## config.mk

```make
export PLATFORM = sky130hd
export DESIGN_NAME = rst_sequencer
export DESIGN_NICKNAME = d
export VERILOG_FILES = /design/src/rtl/rst_sequencer.sv
export SDC_FILE = /design/constraint.sdc
export NUM_CORES = 1
export LEC_CHECK = 0
export BUFFER_PORTS_ARGS = -buffer_cell sky130_fd_sc_hd__buf_2
export CAP_MARGIN = 25
export CELL_PAD_IN_SITES_DETAIL_PLACEMENT = 2
export CELL_PAD_IN_SITES_GLOBAL_PLACEMENT = 2
export CORE_MARGIN = 2
export CORE_UTILIZATION = 29
export CTS_CLUSTER_DIAMETER = 100
export CTS_CLUSTER_SIZE = 20
export DETAILED_ROUTE_END_ITERATION = 12
export PLACE_DENSITY_LB_ADDON = 0.12
export RECOVER_POWER = 100
export SYNTH_ARGS = -nofsm -noshare
export SYNTH_HDL_FRONTEND = slang
export SYNTH_SLANG_ARGS = --single-unit
export TNS_END_PERCENT = 50
```

## constraint.sdc

```tcl
create_clock -name clock -period 3.48 [get_ports clock]
set_input_delay 0 -clock clock [delete_from_list [all_inputs] [get_ports clock]]
set_output_delay 0 -clock clock [all_outputs]
set_load 0.01 [all_outputs]
```

## src/rtl/rst_sequencer.sv

```systemverilog
// Staged system reset sequencer: merges board reset, watchdog bite and a keyed
// software reset into periph_reset/cpu_reset, with a readable cause register.
// Optional feature macro: RST_SW_RESET_EN (software key write 16'h5A5A acts as a trigger).
//
// state | meaning
// ------+-------------------------------------------------------------
// RUN   | both resets released, waiting for a trigger
// SEQ   | sequencing; cnt counts edges since the trigger edge
module rst_sequencer #(
    parameter int PERIPH_HOLD = 4,
    parameter int CPU_LAG     = 2
) (
    input  logic        clock,
    input  logic        reset,
    input  logic        wdt_bite,
    input  logic        cs,
    input  logic        we,
    input  logic [15:0] wdata,
    output logic [15:0] rdata,
    output logic        periph_reset,
    output logic        cpu_reset
);

    typedef enum logic {
        RUN = 1'b0,
        SEQ = 1'b1
    } state_t;

    localparam logic [7:0]  HOLD_END = 8'(PERIPH_HOLD);
    localparam logic [7:0]  SEQ_END  = 8'(PERIPH_HOLD + CPU_LAG);
    localparam logic [15:0] KEY_SW   = 16'h5A5A;
    localparam logic [15:0] KEY_CLR  = 16'hC1EA;

    state_t      state;
    logic [7:0]  cnt;
    logic [7:0]  cnt_inc;
    logic        wdt_q;
    logic        por;
    logic        wdt_seen;
    logic        sw_seen;
    logic [3:0]  count;
    logic        wdt_rise;
    logic        key_hit;
    logic        clear_hit;
    logic        event_hit;
    logic        start;

    always_comb begin
        wdt_rise  = wdt_bite & ~wdt_q;
        clear_hit = cs & we & (wdata == KEY_CLR);
`ifdef RST_SW_RESET_EN
        // Key writes only count in RUN; during SEQ they are dropped entirely.
        key_hit   = cs & we & (wdata == KEY_SW) & (state == RUN);
`else
        key_hit   = 1'b0;
`endif
        event_hit = wdt_rise | key_hit;
        start     = (state == RUN) & event_hit;
        cnt_inc   = cnt + 8'd1;
    end

    always_ff @(posedge clock) begin
        if (reset) begin
            state        <= SEQ;
            cnt          <= 8'd0;
            periph_reset <= 1'b1;
            cpu_reset    <= 1'b1;
            wdt_q        <= 1'b1;
            por          <= 1'b1;
            wdt_seen     <= 1'b0;
            sw_seen      <= 1'b0;
            count        <= 4'd0;
        end else begin
            wdt_q <= wdt_bite;

            case (state)
                RUN: begin
                    if (start) begin
                        state        <= SEQ;
                        cnt          <= 8'd0;
                        periph_reset <= 1'b1;
                        cpu_reset    <= 1'b1;
                    end
                end
                SEQ: begin
                    cnt <= cnt_inc;
                    if (cnt_inc == HOLD_END)
                        periph_reset <= 1'b0;
                    if (cnt_inc == SEQ_END) begin
                        cpu_reset <= 1'b0;
                        state     <= RUN;
                    end
                end
                default: state <= RUN;
            endcase

            // Clear takes effect first, then this edge's events are recorded.
            por      <= por & ~clear_hit;
            wdt_seen <= (wdt_seen & ~clear_hit) | wdt_rise;
            sw_seen  <= (sw_seen & ~clear_hit) | key_hit;
            if (clear_hit)
                count <= event_hit ? 4'd1 : 4'd0;
            else if (event_hit && count != 4'hF)
                count <= count + 4'd1;
        end
    end

    assign rdata = {8'h00, count, 1'b0, sw_seen, wdt_seen, por};

endmodule
```

# Yosys cells after proc, flatten, opt, wreduce, memory -nomap -nowiden
# Cells that the tools add are included.
[totals]
register_bits = 19
latchBits = 0
mem_bits_rw = 0
mem_bits_ro = 0
input_bits = 21
wordCells = 46
memories = 0
[op_classes]
addsub = 2
mul = 0
n_div = 0
n_lt_le_gt_ge = 0
n_eq_ne = 7
shift = 0
n_mux = 13
bitwise = 11
n_reduce_logical = 4
[ops]
columns = ["cell", "count"]
rows = [
  ["16-bit == test (second input constant)", 1],
  ["8-bit by 3-bit == test with 1-bit output (second input constant)", 2],
  ["8-bit case mux with 2 select lines", 1],
  ["8-bit by 1-bit adder with 8-bit output (second input constant)", 1],
  ["4-bit 2-to-1 mux", 2],
  ["8-bit 2-to-1 mux", 1],
  ["1-bit bitwise AND", 7],
  ["1-bit 2-to-1 mux", 6],
  ["1-bit case mux with 2 select lines", 3],
  ["4-bit by 1-bit adder with 4-bit output (second input constant)", 1],
  ["2-bit by 1-bit inequality test with 1-bit output (second input constant)", 2],
  ["4-bit inequality test (second input constant)", 1],
  ["2-bit AND reduction", 2],
  ["1-bit inverter", 3],
  ["2-bit inequality test (second input constant)", 1],
  ["2-bit nonzero test", 1],
  ["1-bit logical AND", 1],
  ["1-bit OR", 1],
]

# Logic depth before layout (Yosys ltp)
# Gate-level depths: netlist of run 1.
[logic_depth]
word_depth = 5
ltp_mapped = 5
ltp_nobuf = 5

# Worst setup path before layout of run 1
# OpenSTA, ideal clock, no wires.
[synth_timing]
kind = "register to register"
from = "register cnt[0]"
to = "register state"
arrival_ns = 1.265
path_slack_ns = 2.081
stages_incl_launch_ff = 6
cell_sequence = "dfxtp_1 -> ha_1 -> xor2_1 -> nand2_1 -> nor4b_1 -> a21oi_1"
[synth_via]
elab_chain_cells = 4
[synth_lines]
columns = ["element", "line", "text"]
rows = [
  ["start, declared", "35", "logic [7:0] cnt;"],
  ["start signal, assigned", "86", "cnt <= cnt_inc;"],
  ["8-bit by 1-bit adder with 8-bit output", "59", "cnt_inc = cnt + 8'd1;"],
  ["8-bit by 3-bit == test with 1-bit output", "89", "if (cnt_inc == SEQ_END) begin"],
  ["1-bit 2-to-1 mux", "89", ""],
  ["1-bit case mux with 2 select lines", "76", "case (state)"],
  ["end signal, assigned", "64", "state <= SEQ;"],
  ["end signal, assigned", "79", "state <= SEQ;"],
  ["end signal, assigned", "91", "state <= RUN;"],
  ["end, declared", "34", "state_t state;"],
]
# Every way passes these cells.
# A chain may end at the register's enable or synchronous reset.

# Final worst setup path of run 1
[layout_timing]
from = "input wdata[11]"
to = "register count[0]"
[layout_via]
elab_chain_cells = 3
[layout_lines]
columns = ["element", "line", "text"]
rows = [
  ["start, declared", "18", "input logic [15:0] wdata,"],
  ["16-bit == test *", "50", "clear_hit = cs & we & (wdata == KEY_CLR);"],
  ["1-bit bitwise AND *", "50", ""],
  ["4-bit 2-to-1 mux / 2-bit nonzero test (equally long branches)", "--", ""],
  ["end signal, assigned", "102", "count <= event_hit ? 4'd1 : 4'd0;"],
  ["end signal, assigned", "104", "count <= count + 4'd1;"],
  ["end, declared", "41", "logic [3:0] count;"],
]
# Every way passes the cells marked *; elsewhere a longest branch is shown, timed or not.

==> summary.md, run 1 <==
| Metric | Value |
|---|---|
| Post-Place Setup Slack | `1.837 ns` |
| Starting density of the core | `between 20% and 30%` |
| Clock skew | `0.001008 ns` |
| Post-synthesis cell type count | `40` |
| Kind of cell adding the most delay to the critical path | `simple AND/OR/NAND/NOR gates` |
| Slowest cell on crit path | `nor4_1` |
| Ports | `39` |
| Final min period | `1.736 ns` |
| Status | `finished clean` |
| Worst slew pin tran | `around 1.2 ns` |
| Post-cts resize count | `0` |
| Pleak | `0.4689 nW` |
| Antenna-violating nets left | `0` |
| Antenna violations before repair | `0` |
| Max Fclk | `575.9 MHz` |
| Slew Viols, Final | `0` |
| Final nets | `176` |
| Layout cells sized above 1 | `~17%` |
| # diodes | `0` |
| Clk pwr share | `35.3%` |
| CTS Buf Count | `3` |
| Critical Path RT | `~3.6 ns` |
| CTS clk-pin slew, worst paths | `0.08 ns` |
| RSZ-0062 raised after global routing | `false` |
| Cell Area, Synth | `around 1100 um^2` |
| Total placed instance area | `~1200 um^2` |
| Rows | `22` |
| RD Place Congestion | `around 0.77` |
| CP arrival | `1.89 ns` |
| Peak per-stage delay on the critical path | `between 0.9 and 1 ns` |
| GRT overflow | `0` |
| Detailed Routing Iterations Pass 1 | `3` |
| NetSw | `0.0001245 W` |
| # clock sinks | `19` |
| Most frequent cells in the layout | `19 x dfxtp_1, 19 x buf_2, 12 x nor2_1` |
| Overall die width | `64.56 um` |
| Post-Route WL | `2843 um` |
| Mux cell area share after synthesis | `between 3 and 4%` |
| Hpwl dp | `2166 um` |
| Adder-cell share of the synthesized area | `4.706%` |
| Post-synthesis xor/xnor area fraction | `1.647%` |
| Max cap viols | `0` |
| First-pass GRT wire length | `4609 um` |
| Area Growth Syn to Fin | `14.12%` |
| IO buf count | `29` |
| Avg Cell Area, Syn | `8.577 um^2` |
| Crit-path max FO | `7` |
| Synth Area in Simple Gates | `29.06%` |
| Via-per-instance ratio | `4.924` |
| Design area | `1214 um^2` |
| Die area | `4168 um^2` |
| Die Y | `approximately 65 um` |
| Sw frac | `27.17%` |
| Post-CTS Setup Bufs | `0` |
| Pwr Density | `between 300 and 400 nW/um^2` |
| CORE AREA | `3606 um^2` |
| Final setup viols | `0` |
| Top cells by area, synth | `dfxtp_1 36%, buf_4 8.5%, ha_1 4.7%, nor2_1 4.2%, a21oi_1 3.8%` |
| Synth warn | `0` |
| Fin. Hold Viols | `0` |
| Vias after detailed routing | `approximately 980` |
| Most used flip-flop cell after synthesis | `dfxtp_1` |
| Clock root cell | `clkbuf_8` |
| Slew HR | `18.75%` |
| VDD IR max | `roughly 130 uV` |
| Cts hold-fix bufs | `1` |
| CTS tree | `done` |
| Post-route DRC violation count | `0` |
| First DRT Iteration DRCs | `13` |
| Critical Path Source Type | `primary input` |
| Register share of total power | `approximately half` |
| Final WS setup | `1.744 ns` |
| DR WL/cell | `roughly 14 um` |
| Combinational power share | `12.7%` |
| Largest family of logic cells by synthesized area | `simple AND/OR/NAND/NOR gates` |
| Flops & latches, synth | `19` |
| Area share of the largest cell type after synthesis | `35.76%` |
| Crit path cell chain | `buf_2, or4b_4, nor4_1, mux2_4` |
| Setup CP Type | `in -> reg` |
| Compound-cell area share of the yosys netlist | `13.06%` |
| Final TNS setup | `0 ns` |
| Number of flops mapped to enable cells by yosys | `0` |
| Largest area contributor in the synthesized netlist | `dfxtp_1` |
| Sequential area share after synthesis | `35.76%` |
| Hold Crit Class | `in -> reg` |
| Clk Latency, worst-skew pair | `0.26 ns` |
| CTS Buffer Depth | `2` |
| H-tree levels | `1` |
| CP endpoint kind | `flop` |
| Number of global-route vias before repair | `between 900 and 1000` |
| Hold slack final | `0.1494 ns` |
| Util after Layout | `33.66%` |
| Pint | `0.0003339 W` |
| FFs w/ async S/R, synth | `0%` |
| Largest net degree at the start of global routing | `22` |
| Crit path buf inv count | `1` |
| Total track usage | `14.15%` |
| Gate count of the mapped netlist | `124` |
| Period utilization | `approximately half` |
==> worst reg2reg max path, delay by kind of cell, from the launching register on <==
family	cells	cell delay [ns]
AND/OR/NAND/NOR	3	0.60
adder cells (fa/ha/maj)	1	0.28
XOR/XNOR	1	0.17
flip-flops	1	0.46
==> power groups by stage <==
stage | Clock (W) | Sequential, W | Combinational (W)
after CTS | 0.000169 | 0.000238 | 0.0000615
final | 0.000162 | 0.000238 | 0.0000583
after global placement | 0 | 0.000242 | 0.0000577
after floorplan | 0 | 0.000239 | 0.0000468
after global routing | 0.000178 | 0.000240 | 0.0000665
after detailed placement | 0 | 0.000243 | 0.0000605
==> Yosys cell counts, drive strengths merged, types with 2 or more instances <==
cell     n
dfxtp   19
buf     13
nor2    12
a21oi    8
nor3     7
o21ai    7
inv      5
ha       4
nand2    4
nor4b    4
a311oi   3
clkbuf   3
nand3    3
nor4     3
or3      3
and3     2
mux2i    2
nand3b   2
nand4    2
==> final timing paths <==
check,start,endpoint,slack [ns],depth (start not counted)
worst max register to register,cnt[0],cpu_reset,1.85,5
worst max-delay path,wdata[11],count[0],1.74,4
worst min register to register,wdt_seen,wdt_seen,0.47,2
worst min-delay path,reset,cnt[1],0.15,2
==> metal layers <==
layer	vias to the layer above	track usage, %	routed length [um]
li1	477	-	-
met2	23	22.27	1282
met4	0	3.457	8
met5	-	0	0
met3	2	3.472	100
met1	473	19.44	1451
==> state kept, by name, indices dropped and copies added, names as in the netlist <==
name	flops
sw_seen	1
wdt_q	1
cnt	8
wdt_seen	1
periph_reset	1
count	4
cpu_reset	1
por	1
state	1
==> cell families (layout without fill, tap and decap cells) <==
group	after synthesis	in the layout
and+or+nand+nor	50	50
AOI/OAI and AO/OA	23	23
buffers and inverters	22	40
DFF	19	19
adders and majority gates	4	4
muxes	3	3
xor gates and xnor gates	2	2
other	1	9
==> per-stage QoR <==
stage          std cells  total power [W]
6_report             198        0.0004584
5_1_grt              198        0.0004842
3_5_place_dp         193        0.0003037
4_1_cts              198        0.0004682
2_1_floorplan        132        0.0002863
3_3_place_gp         193        0.0002993
==> area by class of cell <==
class | count | area [um^2]
clock buffers | 4 | 45.04
fillers | 422 | 2392
inverters | 6 | 22.52
multi-input cells | 91 | 563.0
flip-flops and latches | 19 | 380.4
well taps | 48 | 60.06
repair buffers | 30 | 142.6
Note: power is estimated with default switching activity, not from simulation.
==> run 2, diff against run 1 <==
Settings changed: CORE_UTILIZATION 29 to 27.
Clock period 3.48 ns to 1.6 ns, I/O delays scaled along.
==> summary.md, run 2 (synthesis gave the netlist of run 1 again) <==
| Metric | Value |
|---|---|
| Design Power | `0.001000 W (was 0.0004584 W)` |
| CTS Buffer Depth | `2 (unchanged)` |
| IO buf count | `29 (unchanged)` |
| Die area | `4457 um^2 (was 4168 um^2)` |
| Worst R2R Setup Slack | `0.11 ns (was 1.85 ns)` |
| Max reg flops | `8 (unchanged)` |
| Inst Count DP | `196 (was 193)` |
| HP Start | `reset (unchanged)` |
| Pint | `0.0007295 W (was 0.0003339 W)` |
| Die Y | `66.76 um (was 64.56 um)` |
| Top reg by flops | `cnt (unchanged)` |
| Post-route DRC violation count | `0 (unchanged)` |
| CORE AREA | `3716 um^2 (was 3606 um^2)` |
| Clock root cell | `clkbuf_8 (unchanged)` |
| Util after Layout | `33.64% (was 33.66%)` |
| Period utilization | `between 90% and 100%` |
| Max Fclk | `669.5 MHz` |
| Starting density of the core | `28.62% (was 29.49%)` |
| Detailed Routing Iterations Pass 1 | `4 (was 3)` |
| Setup CP Type | `reg -> reg (was in -> reg)` |
| VDD IR max | `362.2 uV (was 131.0 uV)` |
| # diodes | `0 (unchanged)` |
| DR WL/cell | `14.83 um (was 14.36 um)` |
| Design area | `1250 um^2 (was 1214 um^2)` |
| GRT overflow | `0 (unchanged)` |
| RSZ-0062 raised after global routing | `false (unchanged)` |
| Final min period | `1.494 ns` |
| Multi-input gate area | `578.1 um^2 (was 563.0 um^2)` |
| CTS tree | `done (unchanged)` |
| Hold Path Cell Cnt | `2 (unchanged)` |
| Max cap viols | `0 (unchanged)` |
| Ports | `39 (unchanged)` |
| Sw frac | `27.07% (was 27.17%)` |
| Clk pwr share | `34.5% (was 35.3%)` |
| Layout cells sized above 1 | `20.26% (was 16.67%)` |
| Filler cell count | `449 (was 422)` |
| CP endpoint kind | `flop (unchanged)` |
| Slew Viols, Final | `0 (unchanged)` |
| Antenna-violating nets left | `0 (unchanged)` |
| Post-CTS Setup Bufs | `0 (unchanged)` |
| Pwr Density | `800.2 nW/um^2 (was 377.7 nW/um^2)` |
| RD Place Congestion | `0.7579 (was 0.7717)` |
| Final nets | `179 (was 176)` |
| First-pass GRT wire length | `5057 um (was 4609 um)` |
| Non-Filler Instances | `201 (was 198)` |
| Hold Crit Class | `in -> reg (unchanged)` |
| Slew HR | `63.58% (was 18.75%)` |
| Crit-path max FO | `5 (was 7)` |
| Largest net degree at the start of global routing | `22 (unchanged)` |
| Combinational power share | `14.1% (was 12.7%)` |
| Most frequent cells in the layout | `19 x buf_2, 18 x dfxtp_1, 12 x nor2_1 (was 19 x dfxtp_1, 19 x buf_2, 12 x nor2_1)` |
| Area Growth Syn to Fin | `17.53% (was 14.12%)` |
| Vias after detailed routing | `1004 (was 975)` |
| R2r startpoint | `count[0] (was cnt[0])` |
| Critical Path RT | `1.81 ns (was 3.63 ns)` |
| Clk Latency, worst-skew pair | `0.26 ns (about the same)` |
| Post-Route WL | `2981 um (was 2843 um)` |
| Pleak | `0.4859 nW (was 0.4689 nW)` |
| CTS Buf Count | `3 (unchanged)` |
| H-tree levels | `1 (unchanged)` |
| Number of global-route vias before repair | `1024 (was 970)` |
| Commonest non-fill, non-tap cell in the layout | `buf_2` |
| CP arrival | `1.70 ns (was 1.89 ns)` |
| Worst Reg-to-Reg Cells | `5 (unchanged)` |
| Status | `finished clean (unchanged)` |
| Worst Hold End | `cnt[1] (unchanged)` |
| Clock skew | `0.001069 ns (was 0.001008 ns)` |
| Overall die width | `66.76 um (was 64.56 um)` |
| Total placed instance area | `1215 um^2 (was 1192 um^2)` |
| Hpwl dp | `2345 um (was 2166 um)` |
| Antenna violations before repair | `0 (unchanged)` |
| Largest regs | `cnt x8, count x4 (unchanged)` |
| Critical Path Source Type | `flop (was primary input)` |
| Final TNS setup | `0 ns (unchanged)` |
| Worst reg2reg endpoint | `count[0] (was cpu_reset)` |
| Register share of total power | `51.4% (was 51.9%)` |
| Rows | `22 (unchanged)` |
| Area taken by flip-flops and latches | `381.6 um^2 (was 380.4 um^2)` |
| Total track usage | `15.07% (was 14.15%)` |
| Final setup viols | `0 (unchanged)` |
| # clock sinks | `19 (unchanged)` |
| First DRT Iteration DRCs | `69 (was 13)` |
| Fin. Hold Viols | `0 (unchanged)` |
| Worst slew pin tran | `0.5443 ns (was 1.208 ns)` |
| NetSw | `0.0002707 W (was 0.0001245 W)` |
| CTS clk-pin slew, worst paths | `0.08 ns (about the same)` |
| Via-per-instance ratio | `4.995 (was 4.924)` |
## run 2: cell types whose count changed in the layout (fill, tap and decap cells not counted), sizes merged
| cell | delta |
|---|---|
| buf | +2 |
| clkinv | +1 |
## run 2: final cells by class
type / count / share of cell area [%]
clock buffers: 3 / 3.303
clock inverters: 1 / 0.4004
flip-flops and latches: 19 / 30.53
repair buffers: 33 / 12.91
well taps: 48 / 4.805
multi-input cells: 91 / 46.25
inverters: 6 / 1.802
## run 2: metrics by stage
stage          setup WS, ns  hold slack (ns)
2_1_floorplan        0.2013           0.1066
4_1_cts             0.03801           0.1681
3_3_place_gp         0.1138           0.2142
3_5_place_dp       -0.04743           0.2186
6_report             0.1063           0.1598
5_1_grt             0.01233           0.2032
## run 2: power by group through the flow
stage | Sequential (W) | Combinational, W | Clock, W
2_1_floorplan | 0.000521 | 0.000102 | 0
3_3_place_gp | 0.000523 | 0.000136 | 0
3_5_place_dp | 0.000525 | 0.000143 | 0
4_1_cts | 0.000514 | 0.000147 | 0.000356
5_1_grt | 0.000520 | 0.000161 | 0.000381
6_report | 0.000514 | 0.000141 | 0.000345
## run 2: worst max-delay path by stage
stage                     slack [ns]  cells past startpoint  startpoint            to
after CTS                       0.04                      5      cnt[1]  periph_reset
after floorplan                 0.20                      5      cnt[0]         state
after detailed placement       -0.05                      5      cnt[1]     cpu_reset
after global placement          0.11                      5      cnt[1]         state
after global routing            0.01                      5    count[0]      count[0]
final                           0.11                      5    count[0]      count[0]
## run 2: routing by layer
| layer | global-route usage [%] | routed length [um] | vias to the layer above |
|---|---|---|---|
| met5 | 0 | 0 | - |
| met4 | 4.592 | 17 | 0 |
| met3 | 3.209 | 136 | 2 |
| met2 | 23.25 | 1403 | 26 |
| met1 | 20.88 | 1423 | 494 |
| li1 | - | - | 482 |
## run 2: repair_timing
item | CTS | global route
hold buffers | 1 | 0
hold endpoints to repair | 1 | 0
endpoints found under the setup margin | 2 | 4
gates resized for setup | 1 | 2
## run 2: critical path, cell delays in order, from the launching register on
cell and delay (ns):
dfxtp_1 0.36, ha_1 0.25, and3_1 0.23, or3_1 0.31, a21oi_1 0.14, mux2_4 0.16
==> run 3, diff against run 2 <==
Settings changed: MAX_ROUTING_LAYER set to met4.
Clock period 1.6 ns to 1.7 ns, I/O delays scaled along.
==> summary.md, run 3 (synthesis gave the netlist of run 1 again) <==
| Metric | Value |
|---|---|
| Routed length on met3 | `112 um (was 136 um)` |
| Die area | `4457 um^2 (unchanged)` |
| Register share of total power | `51.8% (was 51.4%)` |
| RSZ-0062 raised after global routing | `false (unchanged)` |
| Clock skew | `0.003061 ns (was 0.001069 ns)` |
| Worst slew pin tran | `0.5315 ns (was 0.5443 ns)` |
| Max cap viols | `0 (unchanged)` |
| VDD IR max | `292.6 uV (was 362.2 uV)` |
| CTS Buf Count | `3 (unchanged)` |
| Slew HR | `64.44% (was 63.58%)` |
| Sw frac | `27.40% (was 27.07%)` |
| Final nets | `178 (was 179)` |
| Design area | `1241 um^2 (was 1250 um^2)` |
| Crit-path max FO | `5 (unchanged)` |
| Metal-1 WL | `1434 um (was 1423 um)` |
| Setup CP Type | `reg -> reg (unchanged)` |
| IO buf count | `29 (unchanged)` |
| Antenna violations before repair | `0 (unchanged)` |
| Combinational power share | `13.5% (was 14.1%)` |
| Final TNS setup | `0 ns (unchanged)` |
| Max reg flops | `8 (unchanged)` |
| Starting density of the core | `28.62% (unchanged)` |
| CTS clk-pin slew, worst paths | `0.08 ns (about the same)` |
| # clock sinks | `19 (unchanged)` |
| Clk Latency, worst-skew pair | `0.26 ns (about the same)` |
| Total track usage | `15.67% (was 15.07%)` |
| Final min period | `1.482 ns (was 1.494 ns)` |
| CP endpoint kind | `flop (unchanged)` |
| Non-Filler Instances | `200 (was 201)` |
| WL met2 | `1399 um (was 1403 um)` |
| Final setup viols | `0 (unchanged)` |
| Final WS setup | `0.2181 ns (was 0.1063 ns)` |
| Critical Path RT | `1.85 ns (was 1.81 ns)` |
| Slew Viols, Final | `0 (unchanged)` |
| Layout cells sized above 1 | `20.39% (was 20.26%)` |
| Util after Layout | `33.40% (was 33.64%)` |
| Worst Reg-to-Reg Cells | `5 (unchanged)` |
| Number of global-route vias before repair | `1101 (was 1024)` |
| Slowest cell on crit path | `dfxtp_1 (unchanged)` |
| Clk pwr share | `34.7% (was 34.5%)` |
| Post-Route WL | `2957 um (was 2981 um)` |
| First DRT Iteration DRCs | `36 (was 69)` |
| CTS tree | `done (unchanged)` |
| Total placed instance area | `1207 um^2 (was 1215 um^2)` |
| Fin. Hold Viols | `0 (unchanged)` |
| CP arrival | `1.63 ns (was 1.70 ns)` |
| Detailed Routing Iterations Pass 1 | `4 (unchanged)` |
| Crit path buf inv count | `0 (unchanged)` |
| Via-per-instance ratio | `5.025 (was 4.995)` |
| Stages on the worst setup path | `5 (unchanged)` |
| First-pass GRT wire length | `5209 um (was 5057 um)` |
| Period utilization | `87.17% (was 93.35%)` |
| H-tree levels | `1 (unchanged)` |
| Rows | `22 (unchanged)` |
| Area Growth Syn to Fin | `16.71% (was 17.53%)` |
| Post-route DRC violation count | `0 (unchanged)` |
| NetSw | `0.0002578 W (was 0.0002707 W)` |
| Kind of cell adding the most delay to the critical path | `flip-flops (was simple AND/OR/NAND/NOR gates)` |
| Peak per-stage delay on the critical path | `0.35 ns (was 0.36 ns)` |
| Largest net degree at the start of global routing | `22 (unchanged)` |
| Antenna-violating nets left | `0 (unchanged)` |
| Ports | `39 (unchanged)` |
| Hold Crit Class | `in -> reg (unchanged)` |
| Largest regs | `cnt x8, count x4 (unchanged)` |
| Pint | `0.0006830 W (was 0.0007295 W)` |
| CTS Buffer Depth | `2 (unchanged)` |
| Max layer used | `met4 (unchanged)` |
| Critical Path Source Type | `flop (unchanged)` |
| Hold Path Cell Cnt | `2 (unchanged)` |
| Hpwl dp | `2401 um (was 2345 um)` |
| Status | `finished clean (unchanged)` |
| Top reg by flops | `cnt (unchanged)` |
| Post-Place Setup Slack | `0.08258 ns (was -0.04743 ns)` |
| Die Y | `66.76 um (unchanged)` |
| Most frequent cells in the layout | `19 x buf_2, 18 x dfxtp_1, 12 x nor2_1 (unchanged)` |
| Crit path cell chain | `ha_1, and3_1, o21ai_0, a21oi_1, mux2_1 (was ha_1, and3_1, or3_1, a21oi_1, mux2_4)` |
| Overall die width | `66.76 um (unchanged)` |
| Pleak | `0.4752 nW (was 0.4859 nW)` |
| DR WL/cell | `14.79 um (was 14.83 um)` |
| # diodes | `0 (unchanged)` |
| GRT overflow | `0 (unchanged)` |
| RD Place Congestion | `0.7804 (was 0.7579)` |
| Max Fclk | `674.8 MHz (was 669.5 MHz)` |
| Inst Count DP | `195 (was 196)` |
| Commonest non-fill, non-tap cell in the layout | `buf_2 (unchanged)` |
| Vias after detailed routing | `1005 (was 1004)` |
| Clock root cell | `clkbuf_8 (unchanged)` |
| Pwr Density | `757.9 nW/um^2 (was 800.2 nW/um^2)` |
| CORE AREA | `3716 um^2 (unchanged)` |
==> run 3: worst reg2reg max path: cells and delay by family, from the launching register on <==
kind / cells / cell delay [ns]
simple gates: 1 / 0.24
mux: 1 / 0.29
flops: 1 / 0.35
compound gates: 2 / 0.25
fa+ha+maj: 1 / 0.25
==> run 3: final timing paths <==
check / slack (ns) / from / end
worst max-delay path: 0.22 / count[0] / count[0]
worst min-delay path: 0.16 / reset / cnt[1]
worst max register to register: 0.22 / count[0] / count[0]
worst min register to register: 0.48 / sw_seen / sw_seen
==> run 3: per-stage QoR <==
stage | power, W | hold WS (ns)
6_report | 0.0009408 | 0.1590
5_1_grt | 0.0009937 | 0.2014
4_1_cts | 0.0009458 | 0.1555
3_5_place_dp | 0.0006235 | 0.2224
3_3_place_gp | 0.0006161 | 0.2122
2_1_floorplan | 0.0005860 | 0.1066
==> run 3: final cells by class <==
| class | instances | area, um^2 |
|---|---|---|
| clock inverter | 1 | 5.005 |
| multi-input combinational | 91 | 576.8 |
| tap | 48 | 60.06 |
| fill | 440 | 2475 |
| clock buffer | 3 | 41.29 |
| sequential | 19 | 381.6 |
| timing repair buffer | 32 | 153.9 |
| inverter | 6 | 22.52 |
==> run 3: power by group through the flow <==
stage                     combinational (W)  sequential, W  clock [W]
final                              0.000127       0.000487   0.000326
after global placement             0.000122       0.000494          0
after global routing               0.000147       0.000491   0.000356
after floorplan                   0.0000958       0.000490          0
after detailed placement           0.000127       0.000497          0
after CTS                          0.000129       0.000487   0.000330
==> run 3: timing repair <==
item / CTS / global route
gates resized for setup: 0 / 4
buffers inserted: 0 / 0
hold buffers: 1 / 0
endpoints found under the setup margin: 0 / 4
endpoints found under the hold margin: 1 / 0
==> run 3: layer usage <==
metal,GRT usage [%],vias to the layer above
met2,25.25,28
met4,3.827,0
met5,-,-
met1,20.58,492
met3,2.534,2
li1,-,483
